===== src/rtl/risc_dm_arbiter.sv =====
// Arbiter sharing the single-port 16x8 data memory between the core's execute-stage port
// and a host/debug port. Optional ARB_STATS_EN adds stall and forced-grant counters.
module risc_dm_arbiter #(
  parameter int ADDR_W    = 4,
  parameter int DATA_W    = 8,
  parameter int MAX_WAIT  = 4,
  parameter int MAX_BURST = 8
) (
  input  logic              clk,
  input  logic              rst_n,
  input  logic              core_en,
  input  logic              core_rdwr,
  input  logic [ADDR_W-1:0] core_addr,
  input  logic [DATA_W-1:0] core_wdata,
  output logic              core_stall,
  output logic              core_rvalid,
  output logic [DATA_W-1:0] core_rdata,
  input  logic              host_req,
  input  logic              host_lock,
  input  logic              host_rdwr,
  input  logic [ADDR_W-1:0] host_addr,
  input  logic [DATA_W-1:0] host_wdata,
  output logic              host_gnt,
  output logic              host_rvalid,
  output logic [DATA_W-1:0] host_rdata,
  output logic              mem_en,
  output logic              mem_we,
  output logic [ADDR_W-1:0] mem_addr,
  output logic [DATA_W-1:0] mem_wdata,
`ifdef ARB_STATS_EN
  output logic [15:0]       stall_cnt,
  output logic [7:0]        force_cnt,
`endif
  input  logic [DATA_W-1:0] mem_rdata
);

  typedef enum logic [2:0] {S_IDLE, S_CORE, S_HOST, S_LOCK, S_REL} state_e;

  localparam logic [3:0] WAIT_MAX  = 4'(MAX_WAIT);
  localparam logic [3:0] BURST_MAX = 4'(MAX_BURST);

  state_e            state_q, state_d;
  logic [3:0]        wait_cnt_q, wait_cnt_d;
  logic [3:0]        burst_cnt_q, burst_cnt_d;
  logic              rd_vld_q, rd_vld_d;
  logic              rd_host_q, rd_host_d;
  logic [DATA_W-1:0] core_rdata_q, host_rdata_q;
  logic              core_win, host_win, forced;
  logic              core_rv, host_rv;

  // NOTE: every variable assigned in always_comb gets a default first so no latch is inferred.
  always_comb begin
    core_win = 1'b0;
    host_win = 1'b0;
    forced   = 1'b0;
    unique case (state_q)
      S_LOCK: host_win = host_req;
      S_REL: begin
        core_win = core_en;
        host_win = host_req & ~core_en;
      end
      default: begin
        if (core_en && host_req) begin
          if (wait_cnt_q == WAIT_MAX) begin
            host_win = 1'b1;
            forced   = 1'b1;
          end else begin
            core_win = 1'b1;
          end
        end else begin
          core_win = core_en;
          host_win = host_req;
        end
      end
    endcase
  end

  always_comb begin
    state_d     = state_q;
    burst_cnt_d = burst_cnt_q;
    if (state_q == S_LOCK) begin
      if (host_win) burst_cnt_d = burst_cnt_q + 4'd1;
      if (!host_lock || !host_req || burst_cnt_d == BURST_MAX) begin
        state_d     = S_REL;
        burst_cnt_d = 4'd0;
      end
    end else if (core_win) begin
      state_d = S_CORE;
    end else if (host_win && host_lock) begin
      // The entry grant is the first beat of the burst.
      burst_cnt_d = 4'd1;
      state_d     = (BURST_MAX == 4'd1) ? S_REL : S_LOCK;
    end else if (host_win) begin
      state_d = S_HOST;
    end else begin
      state_d = S_IDLE;
    end

    if (!host_req || host_win)     wait_cnt_d = 4'd0;
    else if (wait_cnt_q != WAIT_MAX) wait_cnt_d = wait_cnt_q + 4'd1;
    else                           wait_cnt_d = wait_cnt_q;

    rd_vld_d  = (core_win & core_rdwr) | (host_win & host_rdwr);
    rd_host_d = host_win & host_rdwr;
  end

  assign core_rv = rd_vld_q & ~rd_host_q;
  assign host_rv = rd_vld_q & rd_host_q;

  // NOTE: sequential state uses non-blocking assignments so all registers update together.
  always_ff @(posedge clk or negedge rst_n) begin
    if (!rst_n) begin
      state_q      <= S_IDLE;
      wait_cnt_q   <= 4'd0;
      burst_cnt_q  <= 4'd0;
      rd_vld_q     <= 1'b0;
      rd_host_q    <= 1'b0;
      core_rdata_q <= '0;
      host_rdata_q <= '0;
    end else begin
      state_q     <= state_d;
      wait_cnt_q  <= wait_cnt_d;
      burst_cnt_q <= burst_cnt_d;
      rd_vld_q    <= rd_vld_d;
      rd_host_q   <= rd_host_d;
      if (core_rv) core_rdata_q <= mem_rdata;
      if (host_rv) host_rdata_q <= mem_rdata;
    end
  end

  // Every output is forced low while reset is asserted, combinational ones included.
  always_comb begin
    core_stall  = rst_n & core_en & ~core_win;
    host_gnt    = rst_n & host_win;
    core_rvalid = rst_n & core_rv;
    host_rvalid = rst_n & host_rv;
    core_rdata  = '0;
    host_rdata  = '0;
    mem_en      = rst_n & (core_win | host_win);
    mem_we      = 1'b0;
    mem_addr    = '0;
    mem_wdata   = '0;
    if (rst_n) begin
      core_rdata = core_rv ? mem_rdata : core_rdata_q;
      host_rdata = host_rv ? mem_rdata : host_rdata_q;
      if (core_win) begin
        mem_we    = ~core_rdwr;
        mem_addr  = core_addr;
        mem_wdata = core_wdata;
      end else if (host_win) begin
        mem_we    = ~host_rdwr;
        mem_addr  = host_addr;
        mem_wdata = host_wdata;
      end
    end
  end

`ifdef ARB_STATS_EN
  logic [15:0] stall_cnt_q;
  logic [7:0]  force_cnt_q;

  always_ff @(posedge clk or negedge rst_n) begin
    if (!rst_n) begin
      stall_cnt_q <= '0;
      force_cnt_q <= '0;
    end else begin
      if (core_stall && stall_cnt_q != 16'hFFFF) stall_cnt_q <= stall_cnt_q + 16'd1;
      if (forced && force_cnt_q != 8'hFF)        force_cnt_q <= force_cnt_q + 8'd1;
    end
  end

  assign stall_cnt = rst_n ? stall_cnt_q : 16'd0;
  assign force_cnt = rst_n ? force_cnt_q : 8'd0;
`endif

endmodule


===== config.mk =====
export PLATFORM = sky130hd
export DESIGN_NAME = risc_dm_arbiter
export DESIGN_NICKNAME = d
export VERILOG_FILES = /design/src/rtl/risc_dm_arbiter.sv
export SDC_FILE = /design/constraint.sdc
export NUM_CORES = 1
export LEC_CHECK = 0
export ABC_CLOCK_PERIOD_IN_PS = 2000
export CORE_UTILIZATION = 38
export DETAILED_ROUTE_END_ITERATION = 7
export PLACE_DENSITY = 0.75
export SKIP_CTS_REPAIR_TIMING = 1
export SLEW_MARGIN = 25
export SYNTH_ARGS = -nofsm -noshare
export SYNTH_HDL_FRONTEND = slang
export SYNTH_SLANG_ARGS = --single-unit
export TNS_END_PERCENT = 10

===== constraint.sdc =====
create_clock -name clk -period 2 [get_ports clk]
set_input_delay 0.4 -clock clk [delete_from_list [all_inputs] [get_ports clk]]
set_output_delay 0.4 -clock clk [all_outputs]
set_load 0.01 [all_outputs]

# Word level (Yosys, flattened, before mapping)
# Index checks and enable logic that the tools add are counted.
dict set report word_totals {
  regBits 29
  input_bits 39
  out_inout_bits 34
}
dict set report op_classes {
  n_addsub 2
  eq_ne 7
  n_mux 32
  bitwise 18
  n_reduce_logical 10
}
# cell n
set op_table {}
lappend op_table {{two-way mux 8 bit} 7}
lappend op_table {{two-way mux 4 bit} 11}
lappend op_table {{bitwise AND 1 bit} 11}
lappend op_table {{adder 4 x 1 -> 4 bit (second input constant)} 2}
lappend op_table {{two-way mux 1 bit} 7}
lappend op_table {{two-way mux 2 bit} 3}
lappend op_table {{two-way mux 3 bit} 2}
lappend op_table {{inverter 1 bit} 5}
lappend op_table {{equality test 4 x 3 -> 1 bit (second input constant)} 1}
lappend op_table {{equality test 4 bit (second input constant)} 1}
lappend op_table {{!= test 2 x 1 -> 1 bit (second input constant)} 2}
lappend op_table {{!= test 4 x 3 -> 1 bit (second input constant)} 1}
lappend op_table {{case mux 1 bit (2 select lines)} 2}
lappend op_table {{nonzero test 2 bit} 2}
lappend op_table {{equality test 3 x 2 -> 1 bit (second input constant)} 1}
lappend op_table {{equality test 3 bit (second input constant)} 1}
lappend op_table {{logical OR 1 bit} 3}
lappend op_table {{logical AND 1 bit} 2}
lappend op_table {{zero test 1 bit} 2}
lappend op_table {{bitwise OR 1 bit} 2}
lappend op_table {{AND reduction 2 bit} 1}

# Depth between registers and ports, before layout
# Gate-level depths: netlist of run 1.
dict set report logic_depth {
  ltp_word 10
  depth_mapped 7
  depth_no_buf 7
}

# Least setup slack after synthesis of run 1
# Ideal clock, no wire load.
dict set report synth_path {
  path_type {reg2out}
  startpoint {reg wait_cnt_q[0]}
  endpoint {out mem_addr[0]}
  t_arrival_ns 1.593
  slack_ns 0.007
  path_stages_with_launch 8
  path_buffers 1
  path_cell_list {dfrtp_1 > inv_1 > ha_1 > nand3b_4 > o211ai_4 > and3_4 > buf_6 > a22o_2}
}
dict set report synth_via {
  elab_chain_len 7
}
# item line
set synth_rtl {}
lappend synth_rtl {{from (decl)} 43} ;# logic [3:0] wait_cnt_q, wait_cnt_d;
lappend synth_rtl {{from (signal assigned)} 122} ;# wait_cnt_q <= wait_cnt_d;
lappend synth_rtl {{equality test 4 x 3 -> 1 bit *} 64} ;# if (wait_cnt_q == WAIT_MAX) begin
lappend synth_rtl {{two-way mux 1 bit} 64}
lappend synth_rtl {{two-way mux 1 bit} 63} ;# if (core_en && host_req) begin
lappend synth_rtl {{case mux 1 bit (2 select lines)} 56} ;# unique case (state_q)
lappend synth_rtl {{two-way mux 4 bit} 150} ;# end else if (host_win) begin
lappend synth_rtl {{two-way mux 4 bit *} 146} ;# if (core_win) begin
lappend synth_rtl {{two-way mux 4 bit *} 143} ;# if (rst_n) begin
lappend synth_rtl {{to (decl)} 28} ;# output logic [ADDR_W-1:0] mem_addr,
# Mark *: on every way between the ends. The rest lies on a longest branch, timed or not.

# Worst setup path in the final report of run 1
dict set report layout_path {
  startpoint {in core_en}
  endpoint {out mem_addr[3]}
}
dict set report layout_via {
  elab_chain_len 6
}
# item line
set layout_rtl {}
lappend layout_rtl {{from (decl)} 11} ;# input logic core_en,
lappend layout_rtl {{logical AND 1 bit / inverter 1 bit (equally long branches)} {63, 60}}
lappend layout_rtl {{two-way mux 1 bit / bitwise AND 1 bit (equally long branches)} {63, 60}}
lappend layout_rtl {{case mux 1 bit (2 select lines)} 56}
lappend layout_rtl {{two-way mux 4 bit} 150}
lappend layout_rtl {{two-way mux 4 bit *} 146}
lappend layout_rtl {{two-way mux 4 bit *} 143}
# Marked as above.

==> results.json, run 1 <==
{
  "finalNetCount": 302,
  "status": "complete, but fails checks",
  "yosys_warnings": 0,
  "path_clk_slew_ns": 0.06,
  "drc_errors": 0,
  "floorplan.core_area_um2": 4115,
  "r2r_start": "state_q[0]$_DFFE_PN0P_",
  "crit_path_end": "mem_addr[3]",
  "yosysSeqAreaShare": 0.4332,
  "cpPeakStageDelay_ns": 0.52,
  "worst_slack_ns": -0.3517,
  "port_buffers": 72,
  "power_density_nw_per_um2": 715.9,
  "cts.sinks": 29,
  "hold_path_class": "in2async",
  "drtIter0Drc": 97,
  "total_power_mw": 1.993,
  "setup.worst_path.start": "core_en",
  "reg2reg_to": "state_q[1]$_DFFE_PN0P_",
  "power.internal_mw": 1.449,
  "seqPwrFrac": 0.377,
  "syn-num-nets": 197,
  "area_delta_synth_final_pct": 66.17,
  "worstPathMaxFanout": 4,
  "cts_buffers": 5,
  "rows": 23,
  "synth.avg_cell_area_um2": 10.81,
  "synthArstFlopShare": 1.000,
  "synth_top_flop_cell": "dfrtp_1",
  "drv_cap": 0,
  "violations": "negative setup slack",
  "die-area_um2": 4679,
  "routed_wl_um": 4756,
  "fin_crit_sh": 1.176,
  "grt_overflow": 0,
  "cts-root-buf": "clkbuf_8",
  "period_minus_slack_ns": 2.352,
  "vdd_ir_drop_max_v": 0.0004065,
  "crit_family": "buffers and inverters",
  "critPathKind": "in2out",
  "syn_area_um2": 1675,
  "grt_pass1_wl_um": 6499,
  "netlist_instances": 155,
  "pwr-share-clk": 0.313,
  "cp_cell_sequence": "clkdlybuf4s50_1 -> buf_4 -> o211ai_4 -> and3_4 -> buf_6 -> buf_6 -> a22o_4 -> buf_6",
  "antenna_found_initial": 0,
  "ys_ff_latch": 29,
  "start_kind": "input port",
  "ant_nets": 0,
  "endpoint_kind": "output pin",
  "final_area_um2": 2784,
  "worstPathArrival_ns": 1.95,
  "setup_tns_ns": -4.005,
  "vias_per_cell": 5.055,
  "worstSkewPairLatency_ns": 0.28,
  "maxSlewHeadroom": 0.7759,
  "ys_types": 41,
  "crit_slowest_cell": "clkdlybuf4s50_1",
  "path_buf_inv": 5,
  "rsz0062_at_grt": "true",
  "final-hold-violation-count": 0,
  "placed_area_um2": 2591,
  "avgRoutedWirePerCell_um": 15.29,
  "fin_worst_skew_ns": 0.003269,
  "grt_pass1_vias": 1353,
  "fmax_ghz": 0.4252,
  "combPwrFrac": 0.310,
  "grt_usage": 0.1934,
  "p_sw_uw": 543.7,
  "worstMarginPinSlew_ns": 0.3353,
  "rrSetupSlack_ns": 0.10,
  "maxSlewViolCount": 0,
  "synth_edf_count": 0,
  "switching_share": 0.2728,
  "globalplace.congestion": 0.7633,
  "power.leakage_nw": 1.334,
  "cts_tree": "built",
  "post-dp-hpwl_um": 3240,
  "first_pass_iters": 4,
  "grt_max_degree": 33,
  "die_y_um": 68.40,
  "die_x_um": 68.40,
  "htreeDepth": 2,
  "n_antenna_cell": 0,
  "initial_core_util": 0.4071,
  "ff2ff_path_depth": 8,
  "cpMostUsedCell": "buf_6",
  "crit_required_ns": 1.60,
  "drive_gt1_frac": 0.4483,
  "routed-via-count": 1572,
  "boundaryPins": 73,
  "worstSetupPathDepth": 8,
  "setup_viol_count_final": 20,
  "clock_path_buffers": 2
}
## through the flow
stage,std cells,hold slack [ns],util,worst slack (ns)
5_1_grt,311,0.1269,0.6765,-0.4244
6_report,311,0.1112,0.6765,-0.3517
3_5_place_dp,292,0.4167,0.6297,-0.8770
2_1_floorplan,155,0.1044,-,0.007469
3_3_place_gp,292,0.4087,0.6297,-0.7822
4_1_cts,300,0.1152,0.6580,-0.9771
## power groups by stage
stage	Clock, mW	Sequential (mW)	Combinational, mW
6_report	0.624	0.752	0.617
5_1_grt	0.668	0.767	0.673
4_1_cts	0.633	0.750	0.621
3_5_place_dp	0	0.761	0.616
3_3_place_gp	0	0.755	0.605
2_1_floorplan	0	0.745	0.310
## logic make-up (layout without fill, tap and decap cells)
family          count (synthesis)  after routing  synth area share
compound gates                 33             33            0.1673
xor+xnor                        5              5           0.02614
fa+ha+maj                       3              3           0.02241
mux                            16             16            0.1075
simple gates                   59             60            0.2151
buf+inv                        10            115           0.02838
flops                          29             29            0.4332
## state kept, by name, summed over array words and instances, names as in the netlist
| register | cells |
|---|---|
| state_q | 3 |
| host_rdata_q | 8 |
| rd_vld_q | 1 |
| rd_host_q | 1 |
| burst_cnt_q | 4 |
| wait_cnt_q | 4 |
| core_rdata_q | 8 |
## cells in the mapped netlist, types with 2 or more instances
master,number,area (µm²)
o21ai_0,4,20.02
nor2_1,8,30.03
nand3_1,4,20.02
a21oi_1,4,20.02
clkbuf_1,3,11.26
and3_1,3,18.77
ha_1,3,37.54
inv_1,4,15.01
and2_1,19,118.9
buf_2,2,10.01
a22o_2,12,120.1
dfrtp_1,29,725.7
xor2_1,2,17.52
nand4b_1,2,17.52
xnor2_1,3,26.28
mux2_2,16,180.2
nand2_1,12,45.04
and3_2,2,15.01
## cell type report
type	instances	area, µm²
fill	325	1331
multi-input combinational	117	991.0
sequential	29	726.9
clock inverter	1	30.03
tap	50	62.56
timing repair buffer	103	872.1
clock buffer	7	86.33
inverter	4	15.01
## metal layers
layer / global-route usage / vias to the layer above / share of wire
li1: - / 771 / -
met1: 0.2556 / 757 / 0.46
met2: 0.3002 / 34 / 0.49
met3: 0.04500 / 10 / 0.035
met4: 0.08073 / 0 / 0.015
met5: 0 / - / 0
## placed cells by master, fill, tap and decap left out, types with 6 or more instances in the layout
cell type and n:
clkdlybuf4s50_1 38, dfrtp_1 28, clkbuf_2 24, buf_4 24
and2_1 19, mux2_2 14, nand2_1 11, buf_6 11
a22o_2 9, nor2_1 7, clkbuf_8 6
## worst min path at each step
| stage | cells past startpoint | start | slack [ns] | to |
|---|---|---|---|---|
| 6_report | 2 | rst_n | 0.11 | rd_vld_q$_DFF_PN0_ |
| 5_1_grt | 2 | rst_n | 0.13 | host_rdata_q[5]$_DFF_PN0_ |
| 3_3_place_gp | 2 | rst_n | 0.41 | host_rdata_q[5]$_DFF_PN0_ |
| 4_1_cts | 2 | rst_n | 0.12 | state_q[0]$_DFFE_PN0P_ |
| 3_5_place_dp | 2 | rst_n | 0.42 | rd_vld_q$_DFF_PN0_ |
| 2_1_floorplan | 0 | rst_n | 0.10 | burst_cnt_q[0]$_DFFE_PN0P_ |
Power figures use the tool's default switching activity.
==> run 2: changes to the inputs <==
Settings changed: CELL_PAD_IN_SITES_DETAIL_PLACEMENT from default to 1, CELL_PAD_IN_SITES_GLOBAL_PLACEMENT from default to 2, CORE_UTILIZATION 38 to 22, PLACE_DENSITY 0.75 to 0.74.
==> run 2 against run 1 <==
The flow still finishes with violations (negative setup slack); worst hold slack got worse by 0.051 ns; count of clock-buffer cells in the layout fell by 1; routed wire length rose by 15%; sequential share of layout area fell by 1.6 points; cell area rose by 6.2%; clock skew barely moved; maximum frequency fell by 1.7%; cell count rose by 17%; critical endpoint is now mem_addr[0]; largest cell class unchanged; highest routed layer unchanged.
==> results.json, run 2 (synthesis results as in run 1) <==
{
  "initial_core_util": 0.2298,
  "first_pass_iters": 4,
  "drv_cap": 0,
  "critPathKind": "reg2out",
  "setup_viol_count_final": 21,
  "cts_buffers": 5,
  "n_antenna_cell": 0,
  "worst_slack_ns": -0.3915,
  "crit_slowest_cell": "dfrtp_1",
  "drc_errors": 0,
  "grt_pass1_vias": 1595,
  "path_buf_inv": 5,
  "floorplan.core_area_um2": 7292,
  "worstPathArrival_ns": 1.99,
  "port_buffers": 72,
  "power_density_nw_per_um2": 633.7,
  "antenna_found_initial": 0,
  "boundaryPins": 73,
  "grt_pass1_wl_um": 8169,
  "finalNetCount": 307,
  "path_clk_slew_ns": 0.06,
  "routed-via-count": 1621,
  "endpoint_kind": "output pin",
  "vdd_ir_drop_max_v": 0.0002992,
  "globalplace.congestion": 0.7628,
  "mostFrequentLayoutCells": "clkdlybuf4s50_1, dfrtp_1, buf_4, and2_1, buf_6",
  "die-area_um2": 7968,
  "fmax_ghz": 0.4182,
  "worstPathMaxFanout": 5,
  "post-dp-hpwl_um": 3911,
  "cts-root-buf": "clkbuf_8",
  "reg.largest.list": "core_rdata_q x8, host_rdata_q x8",
  "cpPeakStageDelay_ns": 0.39,
  "routed_wl_um": 5449,
  "drive_gt1_frac": 0.4436,
  "avgRoutedWirePerCell_um": 14.93,
  "crit_family": "buffers and inverters",
  "cpMostUsedCell": "buf_4",
  "ant_nets": 0,
  "grt_overflow": 0,
  "final-hold-violation-count": 0,
  "total_power_mw": 1.873,
  "worstSkewPairLatency_ns": 0.27,
  "fin_crit_sh": 1.196,
  "fill_cells": 823,
  "period_minus_slack_ns": 2.391,
  "grt_max_degree": 44,
  "power.leakage_nw": 1.444,
  "layout_commonest_cell": "clkdlybuf4s50_1",
  "vias_per_cell": 4.441,
  "fin_worst_skew_ns": 0.003678,
  "rsz0062_at_grt": "true",
  "cts.sinks": 29,
  "holdWs_ns": 0.05984,
  "cts_tree": "built",
  "crit_required_ns": 1.60,
  "rows": 31,
  "drtIter0Drc": 78,
  "area_delta_synth_final_pct": 76.40,
  "die_y_um": 89.27,
  "die_x_um": 89.27,
  "clock_path_buffers": 2,
  "violations": "negative setup slack",
  "dp.cells": 338,
  "start_kind": "flop",
  "maxSlewViolCount": 0,
  "cp_cell_sequence": "inv_2 -> ha_4 -> nand4b_1 -> a21oi_2 -> buf_4 -> nor2_4 -> buf_4 -> buf_4 -> a22o_4 -> buf_6",
  "status": "complete, but fails checks",
  "grt_usage": 0.1344,
  "maxSlewHeadroom": 0.7385,
  "htreeDepth": 2,
  "worstMarginPinSlew_ns": 0.3908,
  "stdcell_count": 365,
  "hold_path_class": "in2async"
}
==> run 2: cell count changes in the layout (fill, tap and decap cells not counted), moves of 2 or more <==
cell | previous run | this run
clkinv_2 | 0 | 2
clkbuf_2 | 24 | 17
dlymetal6s2s_1 | 3 | 8
a22o_4 | 3 | 5
mux2_2 | 14 | 11
mux2_4 | 2 | 5
a22o_2 | 9 | 7
buf_6 | 11 | 18
==> run 2: stage by stage <==
stage / worst slack, ns / TNS, ns / instance area [µm²] / utilization
floorplan: 0.007469 / 0 / 1675 / -
global placement: -0.8370 / -14.13 / 2643 / 0.3624
detailed placement: -0.9095 / -15.06 / 2643 / 0.3624
CTS: -1.040 / -20.68 / 2725 / 0.3737
global route: -0.4708 / -6.194 / 2955 / 0.4053
finish: -0.3915 / -4.304 / 2955 / 0.4053
==> run 2: path summary, 6_finish.rpt <==
kind	start	to	slack [ns]	depth (start not counted)
hold reg to reg	core_rdata_q[3]$_DFF_PN0_	core_rdata_q[3]$_DFF_PN0_	0.49	1
setup reg to reg	state_q[0]$_DFFE_PN0P_	state_q[1]$_DFFE_PN0P_	0.18	7
setup / recovery	wait_cnt_q[1]$_DFFE_PN0P_	mem_addr[0]	-0.39	10
hold / removal	rst_n	state_q[1]$_DFFE_PN0P_	0.06	2
max in group asynchronous	rst_n	burst_cnt_q[0]$_DFFE_PN0P_	1.56	3
min in group clk	core_rdata_q[3]$_DFF_PN0_	core_rdata_q[3]$_DFF_PN0_	0.49	1
==> run 2: final cells by class <==
type,instances,area [µm²],share of cell area
multi-input combinational,117,1017,0.3442
timing repair buffer,108,991.0,0.3353
sequential,29,725.7,0.2456
tap,99,123.9,0.04191
clock buffer,6,72.57,0.02456
inverter,4,15.01,0.005080
clock inverter,2,10.01,0.003387
==> run 2: metal layers <==
metal	GRT usage	vias to the layer above	wire length, µm
met1	0.1748	827	2402
met3	0.02493	5	74
met4	0.03463	0	42
met5	0	-	0
met2	0.2297	11	2929
li1	-	778	-
==> run 2: worst reg2reg max path: stages, from the launching register on <==
cell      delay (ns)
dfrtp_1         0.42
nor3b_4         0.25
buf_6           0.14
o211ai_4        0.10
buf_4           0.17
a211oi_1        0.29
o221ai_2        0.16
o2111a_1        0.18
==> run 2: where the power goes <==
group / switching [mW] / leakage (nW) / internal (mW)
Clock: 0.215 / 0.0450 / 0.240
Sequential: 0.0595 / 0.359 / 0.694
Combinational: 0.279 / 1.04 / 0.385
==> run 3: changes to the inputs <==
==> constraint.sdc (replaced) <==
create_clock -name clk -period 2 [get_ports clk]
set_input_delay 0.4 -clock clk [delete_from_list [all_inputs] [get_ports clk]]
set_output_delay 0.4 -clock clk [all_outputs]
set_load 0.02 [all_outputs]
==> run 3 against run 2 <==
The flow still finishes with violations (negative setup slack); setup slack improved by 0.086 ns; largest power group unchanged; sequential share of layout area increased by 0.23 points; critical endpoint is now mem_wdata[0]; total power rose by 4.3%; highest routed layer unchanged; worst hold slack better by 0.17 ns; cell area is 0.59% lower; non-clock buffer count shrank 2; combinational power grew 9.0%.
==> results.json, run 3 (synthesis results as in run 1) <==
{
  "mostFrequentLayoutCells": "clkdlybuf4s50_1, buf_4, dfrtp_1, and2_1, buf_6",
  "die_y_um": 89.27,
  "multi_input_area_um2": 1032,
  "worstSkewPairLatency_ns": 0.28,
  "antenna_found_initial": 0,
  "start_kind": "flop",
  "cpPeakStageDelay_ns": 0.43,
  "rows": 31,
  "setup_viol_count_final": 24,
  "endpoint_kind": "output pin",
  "drtIter0Drc": 49,
  "fill_cells": 845,
  "hold_path_class": "in2async",
  "pre_cts_ws_ns": -0.9345,
  "boundaryPins": 73,
  "cts.sinks": 29,
  "worstPathArrival_ns": 1.91,
  "cp_cell_sequence": "nor3b_4 -> buf_6 -> o211ai_4 -> buf_4 -> and3_4 -> a22o_2 -> buf_6",
  "period_minus_slack_ns": 2.305,
  "routed-via-count": 1581,
  "violations": "negative setup slack",
  "worstPathMaxFanout": 6,
  "ff2ff_path_depth": 9,
  "cts_tree": "built",
  "drc_errors": 0,
  "power_density_nw_per_um2": 665.0,
  "maxSlewHeadroom": 0.7658,
  "vias_per_cell": 4.355,
  "vdd_ir_drop_max_v": 0.0002115,
  "initial_core_util": 0.2298,
  "fin_worst_skew_ns": 0.002336,
  "globalplace.congestion": 0.7496,
  "grt_pass1_wl_um": 7797,
  "cts-root-buf": "clkbuf_8",
  "n_antenna_cell": 0,
  "drive_gt1_frac": 0.4659,
  "register_area_um2": 728.2,
  "placed_area_um2": 2673,
  "final-hold-violation-count": 0,
  "worstMarginPinSlew_ns": 0.3500,
  "area_delta_synth_final_pct": 75.35,
  "die-area_um2": 7968,
  "status": "complete, but fails checks",
  "total_power_mw": 1.954,
  "worst_slack_ns": -0.3053,
  "clock_path_buffers": 2,
  "stdcell_count": 363,
  "utilization": 0.4029,
  "path_clk_slew_ns": 0.06,
  "cts_buffers": 5,
  "port_buffers": 72,
  "dp.cells": 342,
  "first_pass_iters": 4,
  "crit_slowest_cell": "dfrtp_2",
  "maxSlewViolCount": 0,
  "grt_overflow": 0,
  "final_area_um2": 2938,
  "reg.largest.list": "core_rdata_q x8, host_rdata_q x8",
  "avgRoutedWirePerCell_um": 14.48,
  "post-dp-hpwl_um": 3795,
  "layout_commonest_cell": "clkdlybuf4s50_1",
  "grt_usage": 0.1307,
  "cpMostUsedCell": "buf_6",
  "floorplan.core_area_um2": 7292,
  "fmax_ghz": 0.4338,
  "ant_nets": 0,
  "finalNetCount": 305,
  "fin_crit_sh": 1.153,
  "grt_max_degree": 51,
  "die_x_um": 89.27,
  "routed_wl_um": 5256,
  "crit_required_ns": 1.60,
  "rsz0062_at_grt": "true",
  "drv_cap": 0,
  "critPathKind": "reg2out",
  "htreeDepth": 2,
  "power.leakage_nw": 1.384,
  "grt_pass1_vias": 1532
}
==> run 3: power by group <==
group / switching, mW / internal [mW]
Sequential: 0.0596 / 0.695
Combinational: 0.333 / 0.391
Clock: 0.235 / 0.241
==> run 3: final timing paths <==
path                       slack (ns)                          to                 startpoint
setup reg to reg                 0.09  burst_cnt_q[3]$_DFFE_PN0P_     state_q[0]$_DFFE_PN0P_
max in group asynchronous        1.57      state_q[1]$_DFFE_PN0P_                      rst_n
hold / removal                   0.23      state_q[2]$_DFFE_PN0P_                      rst_n
min in group clk                 0.49   host_rdata_q[3]$_DFF_PN0_  host_rdata_q[3]$_DFF_PN0_
setup / recovery                -0.31                mem_wdata[0]     state_q[0]$_DFFE_PN0P_
hold reg to reg                  0.49   host_rdata_q[3]$_DFF_PN0_  host_rdata_q[3]$_DFF_PN0_
==> run 3: worst max-delay path, delay by kind of cell, from the launching register on <==
family / cells / cell delay (ns)
compound gates: 2 / 0.36
simple gates: 2 / 0.42
flops: 1 / 0.43
buf+inv: 3 / 0.42
==> run 3: routing by layer <==
layer  up-vias  GRT usage  share of wire
met5         -          0              0
met4         0    0.04762          0.011
met3         4    0.02308          0.022
met2        13     0.2332           0.56
met1       792     0.1571           0.41
li1        772          -              -
==> run 3: area by class of cell <==
class,count,area share
Inverter,4,0.005111
Sequential cell,29,0.2479
Timing Repair Buffer,106,0.3254
Clock inverter,2,0.003407
Multi-Input combinational cell,117,0.3514
Clock buffer,6,0.02470
Tap cell,99,0.04216
==> run 3: per-stage QoR <==
| step | setup TNS (ns) | hold WS (ns) |
|---|---|---|
| floorplan | -0.4306 | 0.1044 |
| global placement | -16.39 | 0.4744 |
| detailed placement | -16.68 | 0.4799 |
| CTS | -22.79 | 0.2169 |
| global route | -6.453 | 0.2442 |
| finish | -4.539 | 0.2331 |
